**src/rtl/alu_pkg.sv**
```systemverilog
// -----------------------------------------------------------------------------
// alu_pkg
// Shared definitions for the ALU result reader: default bus word width,
// operation-select width, the bit positions of the one-hot ALU operations and
// the transfer FSM state type.
// Optional build macro used by the reader: ALU_RES_FLAGS_EN (zero/negative flags).
// -----------------------------------------------------------------------------
package alu_pkg;

  localparam int BITS      = 32;  // operand / bus word width
  localparam int SIG_COUNT = 12;  // width of the one-hot operation select

  // Bit positions inside ctrl_signal
  localparam int OP_ADD = 0;
  localparam int OP_SUB = 1;
  localparam int OP_MUL = 2;  // double-width result
  localparam int OP_DIV = 3;  // double-width result (quotient/remainder)
  localparam int OP_AND = 8;
  localparam int OP_OR  = 9;

  typedef enum logic [1:0] {
    IDLE    = 2'd0,
    SEND_LO = 2'd1,
    SEND_HI = 2'd2
  } state_e;

endpackage : alu_pkg

```
**src/rtl/alu_result_reader_if.sv**
```systemverilog
// -----------------------------------------------------------------------------
// alu_result_reader_if
// Groups the ALU-side result handshake and the bus-side word handshake plus
// the status outputs of the reader.
//   master : the environment (ALU producer and bus consumer)
//   slave  : the alu_result_reader itself
// -----------------------------------------------------------------------------
interface alu_result_reader_if #(
  parameter int BITS      = alu_pkg::BITS,
  parameter int SIG_COUNT = alu_pkg::SIG_COUNT
);

  logic [SIG_COUNT-1:0] ctrl_signal;  // one-hot op select for op_result
  logic [2*BITS-1:0]    op_result;    // {Hi, Lo}
  logic                 res_valid;
  logic                 res_ready;
  logic [BITS-1:0]      bus_data;
  logic                 bus_valid;
  logic                 bus_ready;
  logic [3:0]           op_code;      // index of captured select, 4'hF if not one-hot
  logic                 ctrl_err;     // sticky non-one-hot indication
  logic [7:0]           beat_count;   // completed bus beats, wraps
  logic                 z_flag;
  logic                 n_flag;

  modport master (
    output ctrl_signal, op_result, res_valid, bus_ready,
    input  res_ready, bus_data, bus_valid, op_code, ctrl_err, beat_count,
           z_flag, n_flag
  );

  modport slave (
    input  ctrl_signal, op_result, res_valid, bus_ready,
    output res_ready, bus_data, bus_valid, op_code, ctrl_err, beat_count,
           z_flag, n_flag
  );

endinterface : alu_result_reader_if

```
**src/rtl/onehot_encoder.sv**
```systemverilog
// -----------------------------------------------------------------------------
// onehot_encoder
// Converts a one-hot select into its binary bit index. Any select that is not
// exactly one-hot (no bit or several bits set) yields idx = 4'hF and err = 1.
// Ports:
//   sig  in  SIG_COUNT  one-hot select
//   idx  out 4          binary index of the set bit, or 4'hF
//   err  out 1          select was not one-hot
// -----------------------------------------------------------------------------
module onehot_encoder #(
  parameter int SIG_COUNT = alu_pkg::SIG_COUNT
) (
  input  logic [SIG_COUNT-1:0] sig,
  output logic [3:0]           idx,
  output logic                 err
);

  // NOTE: every output of a combinational block gets a default before any
  // conditional assignment, so no path leaves it unassigned and no latch forms.
  always_comb begin
    idx = 4'd0;
    err = ($countones(sig) != 1);
    for (int i = 0; i < SIG_COUNT; i++) begin
      if (sig[i]) idx = 4'(i);
    end
    if (err) idx = 4'hF;
  end

endmodule : onehot_encoder

```
**src/rtl/alu_result_reader.sv**
```systemverilog
// -----------------------------------------------------------------------------
// alu_result_reader
// Captures one ALU result (with the one-hot select that produced it) and
// forwards it onto a BITS-wide valid/ready bus: MUL/DIV results go out as two
// beats (Lo then Hi), everything else (including non-one-hot selects) as Lo
// only. No new result is accepted until the transfer completes.
// Ports:
//   clk  in   single clock, rising edge
//   clr  in   asynchronous active-high reset
//   bus  slave modport of alu_result_reader_if (result handshake, bus
//        handshake, op_code, ctrl_err, beat_count, z_flag, n_flag)
// Build macro: ALU_RES_FLAGS_EN enables the zero/negative flags of the
// captured result; without it z_flag/n_flag are tied to 0.
// -----------------------------------------------------------------------------
module alu_result_reader #(
  parameter int BITS      = alu_pkg::BITS,
  parameter int SIG_COUNT = alu_pkg::SIG_COUNT
) (
  input  logic                clk,
  input  logic                clr,
  alu_result_reader_if.slave  bus
);

  import alu_pkg::state_e;
  import alu_pkg::IDLE;
  import alu_pkg::SEND_LO;
  import alu_pkg::SEND_HI;
  import alu_pkg::OP_MUL;
  import alu_pkg::OP_DIV;

  state_e            state_q, state_d;
  logic [2*BITS-1:0] data_q, data_d;
  logic              wide_q, wide_d;
  logic [3:0]        op_code_q, op_code_d;
  logic              ctrl_err_q, ctrl_err_d;
  logic [7:0]        beat_count_q, beat_count_d;

  logic [3:0] enc_idx;
  logic       enc_err;
  logic       capture;
  logic       cap_wide;
  logic       beat;

  onehot_encoder #(.SIG_COUNT(SIG_COUNT)) u_enc (
    .sig (bus.ctrl_signal),
    .idx (enc_idx),
    .err (enc_err)
  );

  // Accepting only in IDLE is the whole back-pressure mechanism: res_ready is
  // a pure state decode, so there is no bypass path.
  assign capture  = bus.res_valid && (state_q == IDLE);
  // A corrupt select never triggers a second beat, even if MUL/DIV bits are set.
  assign cap_wide = !enc_err && (bus.ctrl_signal[OP_MUL] || bus.ctrl_signal[OP_DIV]);
  assign beat     = (state_q != IDLE) && bus.bus_ready;

  always_comb begin
    state_d      = state_q;
    data_d       = data_q;
    wide_d       = wide_q;
    op_code_d    = op_code_q;
    ctrl_err_d   = ctrl_err_q;
    beat_count_d = beat_count_q;

    bus.res_ready = (state_q == IDLE);
    bus.bus_valid = (state_q != IDLE);
    bus.bus_data  = '0;

    if (beat) beat_count_d = beat_count_q + 8'd1;

    unique case (state_q)
      IDLE: begin
        if (capture) begin
          data_d     = bus.op_result;
          wide_d     = cap_wide;
          op_code_d  = enc_idx;
          ctrl_err_d = ctrl_err_q | enc_err;
          state_d    = SEND_LO;
        end
      end
      SEND_LO: begin
        bus.bus_data = data_q[BITS-1:0];
        if (bus.bus_ready) state_d = wide_q ? SEND_HI : IDLE;
      end
      SEND_HI: begin
        bus.bus_data = data_q[2*BITS-1:BITS];
        if (bus.bus_ready) state_d = IDLE;
      end
      default: state_d = IDLE;
    endcase
  end

  // NOTE: sequential state is updated with non-blocking assignments so every
  // flop samples the pre-edge values regardless of statement order.
  always_ff @(posedge clk or posedge clr) begin
    if (clr) begin
      state_q      <= IDLE;
      data_q       <= '0;
      wide_q       <= 1'b0;
      op_code_q    <= 4'd0;
      ctrl_err_q   <= 1'b0;
      beat_count_q <= 8'd0;
    end else begin
      state_q      <= state_d;
      data_q       <= data_d;
      wide_q       <= wide_d;
      op_code_q    <= op_code_d;
      ctrl_err_q   <= ctrl_err_d;
      beat_count_q <= beat_count_d;
    end
  end

  assign bus.op_code    = op_code_q;
  assign bus.ctrl_err   = ctrl_err_q;
  assign bus.beat_count = beat_count_q;

`ifdef ALU_RES_FLAGS_EN
  logic z_q, z_d;
  logic n_q, n_d;

  // Flags describe the result as the consumer will see it: the full
  // double word for wide ops, only Lo otherwise.
  always_comb begin
    z_d = z_q;
    n_d = n_q;
    if (capture) begin
      if (cap_wide) begin
        z_d = (bus.op_result == '0);
        n_d = bus.op_result[2*BITS-1];
      end else begin
        z_d = (bus.op_result[BITS-1:0] == '0);
        n_d = bus.op_result[BITS-1];
      end
    end
  end

  always_ff @(posedge clk or posedge clr) begin
    if (clr) begin
      z_q <= 1'b0;
      n_q <= 1'b0;
    end else begin
      z_q <= z_d;
      n_q <= n_d;
    end
  end

  assign bus.z_flag = z_q;
  assign bus.n_flag = n_q;
`else
  assign bus.z_flag = 1'b0;
  assign bus.n_flag = 1'b0;
`endif

endmodule : alu_result_reader

```
**src/flat_wrapper.sv**
```systemverilog
// flat-port wrapper written by rule: the top's interface ports become plain ports
module alu_result_reader_flat import alu_pkg::state_e; import alu_pkg::IDLE; import alu_pkg::SEND_LO; import alu_pkg::SEND_HI; import alu_pkg::OP_MUL; import alu_pkg::OP_DIV;
#(
  parameter int BITS      = alu_pkg::BITS,
  parameter int SIG_COUNT = alu_pkg::SIG_COUNT
)
  (clk, clr, bus_ctrl_signal, bus_op_result, bus_res_valid, bus_bus_ready, bus_res_ready, bus_bus_data, bus_bus_valid, bus_op_code, bus_ctrl_err, bus_beat_count, bus_z_flag, bus_n_flag);
  alu_result_reader_if #(.BITS(BITS), .SIG_COUNT(SIG_COUNT)) bus_i ();
  input  logic clk;
  input  logic clr;
  input wire logic [$bits(bus_i.ctrl_signal)-1:0] bus_ctrl_signal;
  input wire logic [$bits(bus_i.op_result)-1:0] bus_op_result;
  input wire logic [$bits(bus_i.res_valid)-1:0] bus_res_valid;
  input wire logic [$bits(bus_i.bus_ready)-1:0] bus_bus_ready;
  output wire logic [$bits(bus_i.res_ready)-1:0] bus_res_ready;
  output wire logic [$bits(bus_i.bus_data)-1:0] bus_bus_data;
  output wire logic [$bits(bus_i.bus_valid)-1:0] bus_bus_valid;
  output wire logic [$bits(bus_i.op_code)-1:0] bus_op_code;
  output wire logic [$bits(bus_i.ctrl_err)-1:0] bus_ctrl_err;
  output wire logic [$bits(bus_i.beat_count)-1:0] bus_beat_count;
  output wire logic [$bits(bus_i.z_flag)-1:0] bus_z_flag;
  output wire logic [$bits(bus_i.n_flag)-1:0] bus_n_flag;
  assign bus_i.ctrl_signal = bus_ctrl_signal;
  assign bus_i.op_result = bus_op_result;
  assign bus_i.res_valid = bus_res_valid;
  assign bus_i.bus_ready = bus_bus_ready;
  assign bus_res_ready = bus_i.res_ready;
  assign bus_bus_data = bus_i.bus_data;
  assign bus_bus_valid = bus_i.bus_valid;
  assign bus_op_code = bus_i.op_code;
  assign bus_ctrl_err = bus_i.ctrl_err;
  assign bus_beat_count = bus_i.beat_count;
  assign bus_z_flag = bus_i.z_flag;
  assign bus_n_flag = bus_i.n_flag;
  alu_result_reader #(.BITS(BITS), .SIG_COUNT(SIG_COUNT)) u_core (.clk(clk), .clr(clr), .bus(bus_i));
endmodule
```
**config.mk**
```make
export PLATFORM = sky130hd
export DESIGN_NAME = alu_result_reader_flat
export DESIGN_NICKNAME = d
export VERILOG_FILES = /design/src/rtl/alu_pkg.sv /design/src/rtl/alu_result_reader_if.sv /design/src/rtl/onehot_encoder.sv /design/src/rtl/alu_result_reader.sv /design/src/flat_wrapper.sv
export SDC_FILE = /design/constraint.sdc
export NUM_CORES = 1
export LEC_CHECK = 0
export BUFFER_PORTS_ARGS = -buffer_cell sky130_fd_sc_hd__buf_2
export CAP_MARGIN = 15
export CORE_MARGIN = 10
export CORE_UTILIZATION = 45
export CTS_CLUSTER_DIAMETER = 50
export CTS_CLUSTER_SIZE = 16
export DETAILED_ROUTE_END_ITERATION = 8
export HOLD_SLACK_MARGIN = 0.03
export PLACE_DENSITY_LB_ADDON = 0.05
export SETUP_SLACK_MARGIN = 0.4
export SYNTH_ARGS = -nofsm -noshare
export SYNTH_HDL_FRONTEND = slang
export SYNTH_SLANG_ARGS = --single-unit
```
**constraint.sdc**
```tcl
create_clock -name clk -period 3.5 [get_ports clk]
set_clock_uncertainty 0.2 [all_clocks]
set_input_delay 0.35 -clock clk [delete_from_list [all_inputs] [get_ports clk]]
set_output_delay 0.35 -clock clk [all_outputs]
set_load 0.005 [all_outputs]
```
# After elaboration in Yosys (flattened, before gate mapping)
# Index checks and enable logic that the tools add are counted.
# word_totals
reg_bits	80
latchBits	0
ram_bits	0
romBits	0
inputBits	80
out_inout_bits	49
mem_count	0
# op_classes
addsub	12
multipliers	0
div_mod_pow	0
n_lt_le_gt_ge	0
eq_ne	6
n_shift	0
muxes	18
bitwise	1
reduce_logical	9
# ops
op	n
$add A32 B3 Y32	2
$pmux W32 S2	1
$mux W4	11
$add A32 B2 Y32	1
$ne A32 B2 Y1 const B	1
$add A1 B1 Y2	6
$add A8 B1 Y8 const B	1
$mux W2	4
$add A2 B2 Y3	2
$pmux W2 S3	1
$ne A2 B2 Y1 const B	2
$logic_and A1 B1 Y1	3
$reduce_and A3 Y1	1
$eq A2 B1 Y1 const B	1
$eq A2 B2 Y1 const B	1
$logic_not A2 Y1	1
$ne A2 B1 Y1 const B	1
$reduce_and A2 Y1	1
$reduce_bool A2 Y1	1
$logic_not A1 Y1	1
$logic_or A1 B1 Y1	1
$mux W1	1
$or A1 B1 Y1	1

# Depth between registers and ports, before layout
# logic_depth
word_depth	12
ltp_mapped	15
mapped_depth_nobuf	15

# Cells and area by module
# A second synthesis with hierarchy kept.
# hier_totals
hier_cells	318
hier_area_um2	4103.9
# by_module_without_submodules
mod	instances	cells_each	area_per_inst_um2
alu_result_reader	1	269	3679.8
onehot_encoder	1	49	424.2

# Worst setup path after synthesis
# Ideal clock, no wire load.
# synth_timing
path_type	in2reg
from	in bus_ctrl_signal[0]
to	reg u_core.wide_q
t_arrival_ns	3.456
t_required_ns	3.179
setup_slack_ns	-0.277
path_stages	13
cell_sequence	ha_1 -> inv_1 -> fa_1 -> inv_1 -> fa_1 -> inv_1 -> fa_1 -> inv_1 -> fa_1 -> inv_1 -> fa_1 -> and4bb_2 -> a22o_1
# synth_between
elab_chain_cells	7
# synth_rtl
element	line	rtl
start, declared	flat_wrapper.sv:11	input wire logic [$bits(bus_i.ctrl_signal)-1:0] bus_ctrl_signal;
$add A1 B1 Y2 (not written as such)	onehot_encoder.sv:22	err = ($countones(sig) != 1);
$add A32 B2 Y32 (not written as such)	onehot_encoder.sv:22	
$add A32 B3 Y32 (not written as such) (2 in series)	onehot_encoder.sv:22	
$ne A32 B2 Y1	onehot_encoder.sv:22	
$logic_not A1 Y1	alu_result_reader.sv:54	assign cap_wide = !enc_err && (bus.ctrl_signal[OP_MUL] || bus.ctrl_signal[OP_DIV]);
$logic_and A1 B1 Y1	alu_result_reader.sv:54	
end signal, assigned	alu_result_reader.sv:106	wide_q <= wide_d;
end, declared	alu_result_reader.sv:33	logic wide_q, wide_d;
# No other way between the ends.
# A chain may end at the register's enable or synchronous reset.

# Worst setup path in the final report
# layout_timing
from	in bus_ctrl_signal[1]
to	reg u_core.wide_q
# The elaborated chain is that of the path after synthesis.

==> results by group <==
Outcome
  – Failing checks: setup timing
  – Run status: complete, but fails checks

Floorplan
  – Die area: 12990 um2
  – Starting Density: 45.79%
  – Die height: 114.0 um
  – I/O Pins: 129
  – Placement row count: 34
  – CORE AREA: 8678 um2
  – Die W: 114.0 um

Place
  – IO Port Bufs: 126
  – Placed insts: 677
  – Dpl ws: -464.2 ps
  – Hpwl dp: 7632 um
  – Placed cell areas: 4747 um2
  – Final GP Congestion: 0.7828

Global route
  – Initial antenna violation count: 0
  – Number of global-route vias before repair: 3939
  – First-pass GRT wire length: 19440 um
  – GRT overflow: 0
  – GRT Util Overall: 18.03%
  – Largest net degree at the start of global routing: 50

Layout
  – Fin cells: 758
  – N_diodes: 0
  – Layout cells sized above 1: 25.54%
  – Area Growth Syn to Fin: 41.40%
  – Multi-input logic area: 1792 um2
  – Area occupied by registers: 2002 um2
  – Design Area, Final: 5619 um2
  – Net count, final: 740
  – Filler cells: 731

Timing
  – Final slew viol count: 0
  – Final setup fails: 6
  – RSZ-0062 raised after global routing: yes
  – Final Hold Fails: 0
  – Tmin final: 3517 ps
  – Tcrit/Tclk final: 100.5%
  – Final hold slack: 151.0 ps
  – Final Worst Setup Slack: -17.36 ps
  – Fmax: 284.3 MHz
  – Slew @ Worst Pin: 981.2 ps
  – Worst slew margin: 34.36%

Synth
  – Post-synth EDFFs: 0
  – Top_reg_cell synth: dfrtp_1
  – Sequential share of the synthesized area: 50.38%
  – Largest cells by area after synthesis: dfrtp_1 50%, nand2_1 19%, a22oi_1 6.0%, nor2b_1 5.4%, fa_1 3.5%
  – Synth cell types: 33
  – Share of the synthesized area in the top cell type: 50.38%
  – Cells after synthesis: 458
  – Synth warn: 0
  – Most frequent cells after synthesis: 198 x nand2_1, 80 x dfrtp_1, 34 x nor2b_1
  – Post-synth ARST share: 100.0%
  – Synth Cell Area: 3974 um2
  – #FFs+latches synth: 80
  – Most frequent cell after synthesis: nand2_1
  – Leading area contributor after synthesis: dfrtp_1
  – Avg Cell Area, Syn: 8.676 um2

Route
  – Drt total wl: 11450 um
  – Vias per cell: 4.848
  – Wire per inst: 15.11 um
  – Antenna-violating nets left: 0
  – DRT met1 WL: 4998 um
  – Routed met2 length: 5685 um
  – Met3 WL: 702 um
  – DR vias: 3675
  – TritonRoute pass-1 iters: 5
  – Initial drt markers: 212
  – Top Metal Used: met4
  – DRC: 0

Clocking
  – Worst-Skew Late Latency: 330 ps
  – Clock-pin transition on the worst setup and hold timing paths: 70 ps
  – Worst-case clock buffer depth: 2
  – TritonCTS buffer count: 9
  – Root Buffer: clkbuf_8
  – Post-CTS Setup Repair Bufs: 0
  – Sink Count: 80
  – Max H-tree Level: 3
  – CTS tree: built

Critical path
  – Crit end category: register
  – Crit path buf inv count: 6
  – Worst stage delay on the critical path: 490 ps
  – CP Class: input pin to register
  – Cells along the critical path: buf_6 -> ha_4 -> inv_2 -> fa_1 -> inv_2 -> fa_1 -> inv_1 -> fa_1 -> inv_1 -> fa_2 -> inv_2 -> fa_2 -> nor2b_4 -> a31oi_1 -> and4bb_4 -> a22o_1
  – CP max FO: 6
  – CP delay by family, top: adder cells
  – Slowest-stage cell, CP: fa_1
  – Arr. time, crit path: 3540 ps
  – Critical path launch point type: input pin
  – CP required: 3530 ps

Hold path
  – HP Class: input pin to register

Pwr
  – Worst IR Drop VDD: 0.3111 mV
  – Pwr per Cell Area: 680.7 nW/um2
  – Leakage: 2.952 nW

Flow run
  – Max-cap violations: 0
[registers in the layout, summed over array words and instances (netlist names)]
| name | cells |
|---|---|
| u_core.bus.ctrl_err | 1 |
| u_core.data_q | 64 |
| u_core.wide_q | 1 |
| u_core.state_q | 2 |
| u_core.bus.op_code | 4 |
| u_core.bus.beat_count | 8 |
[worst register-to-register path, delay by kind of cell (launching register included)]
family,cells,cell delay [ps]
adder cells (fa/ha/maj),1,330
buffers and inverters,2,610
flip-flops,1,390
AND/OR/NAND/NOR,3,760
[logic make-up after synthesis]
| logic type | after synthesis | share of synthesized area, % |
|---|---|---|
| multiplexers | 1 | 0.2834 |
| AND/OR/NAND/NOR | 253 | 27.05 |
| flip-flops | 80 | 50.38 |
| XOR/XNOR | 7 | 1.543 |
| buffers and inverters | 50 | 5.447 |
| adder cells (fa/ha/maj) | 15 | 6.045 |
| other | 1 | 0.09437 |
| AO/OA/AOI/OAI | 51 | 9.163 |
[worst paths after layout]
kind                                                        end                                 start  slack, ps  cells after the start
min                               u_core.state_q[0]$_DFFE_PP0P_                         bus_res_valid        150                      3
min reg2reg                u_core.bus.beat_count[7]$_DFFE_PP0P_  u_core.bus.beat_count[7]$_DFFE_PP0P_        260                      1
max reg2reg                       u_core.data_q[22]$_DFFE_PP0P_         u_core.state_q[1]$_DFFE_PP0P_       1110                      6
max in group asynchronous         u_core.data_q[46]$_DFFE_PP0P_                                   clr       1940                      4
min in group asynchronous  u_core.bus.beat_count[7]$_DFFE_PP0P_                                   clr        350                      3
max                                   u_core.wide_q$_DFFE_PP0P_                    bus_ctrl_signal[1]        -20                     16
[layer usage]
metal,global-route usage [%],vias up
met1,23.45,1745
met4,4.094,0
met5,0,-
met2,28.82,99
met3,5.512,4
li1,-,1827
[cells in the final DEF, fill, tap and decap left out, types with 2 or more instances in the layout]
cell           netlist  layout
nand2_1            198     197
buf_2               14     124
dfrtp_1             80      80
dlygate4sd3_1        0      65
nor2b_1             34      33
a22oi_1             32      32
inv_1               22      18
nor2_1              11      11
clkbuf_8             0      10
buf_4                3      10
ha_1                 8       7
a31oi_1              5       5
fa_1                 7       5
a21oi_1              4       4
xnor2_1              4       4
xor2_1               3       3
inv_2                0       3
clkinv_2             0       3
o31ai_1              2       2
and4_1               2       2
nand3_1              2       2
o21ai_0              2       2
fa_2                 0       2
conb_1               1       2
buf_6                0       2
buf_12               0       2
[report_power, final]
group | leakage (nW) | switching (mW) | internal [mW]
combinational | 1.88 | 0.871 | 0.709
sequential | 0.976 | 0.232 | 1.33
clock | 0.0993 | 0.334 | 0.348
[what timing repair did]
item / CTS / global route
endpoints found under the hold margin: 91 / 0
setup endpoints to repair: 6 / 6
resized for setup: 3 / 3
hold buffers: 65 / 0
pin swaps: 1 / 1
[final cells by class]
cell class / instances / share of cell area [%]
clock inverter: 5 / 1.002
timing repair buffer: 203 / 25.07
multi-input combinational: 329 / 31.89
clock buffer: 11 / 2.516
inverter: 22 / 1.492
sequential: 80 / 35.63
tap: 108 / 2.405
[stage by stage]
step                      utilization (%)  TNS, ps  total power, mW
after floorplan                         -   -928.4            2.548
after global placement              54.70    -2335            3.048
after detailed placement            54.70    -2614            3.092
after CTS                           64.66   -31.19            3.846
after global routing                64.75   -854.3            4.186
final                               64.75   -62.89            3.825
Note: power is estimated with default switching activity, not from simulation.
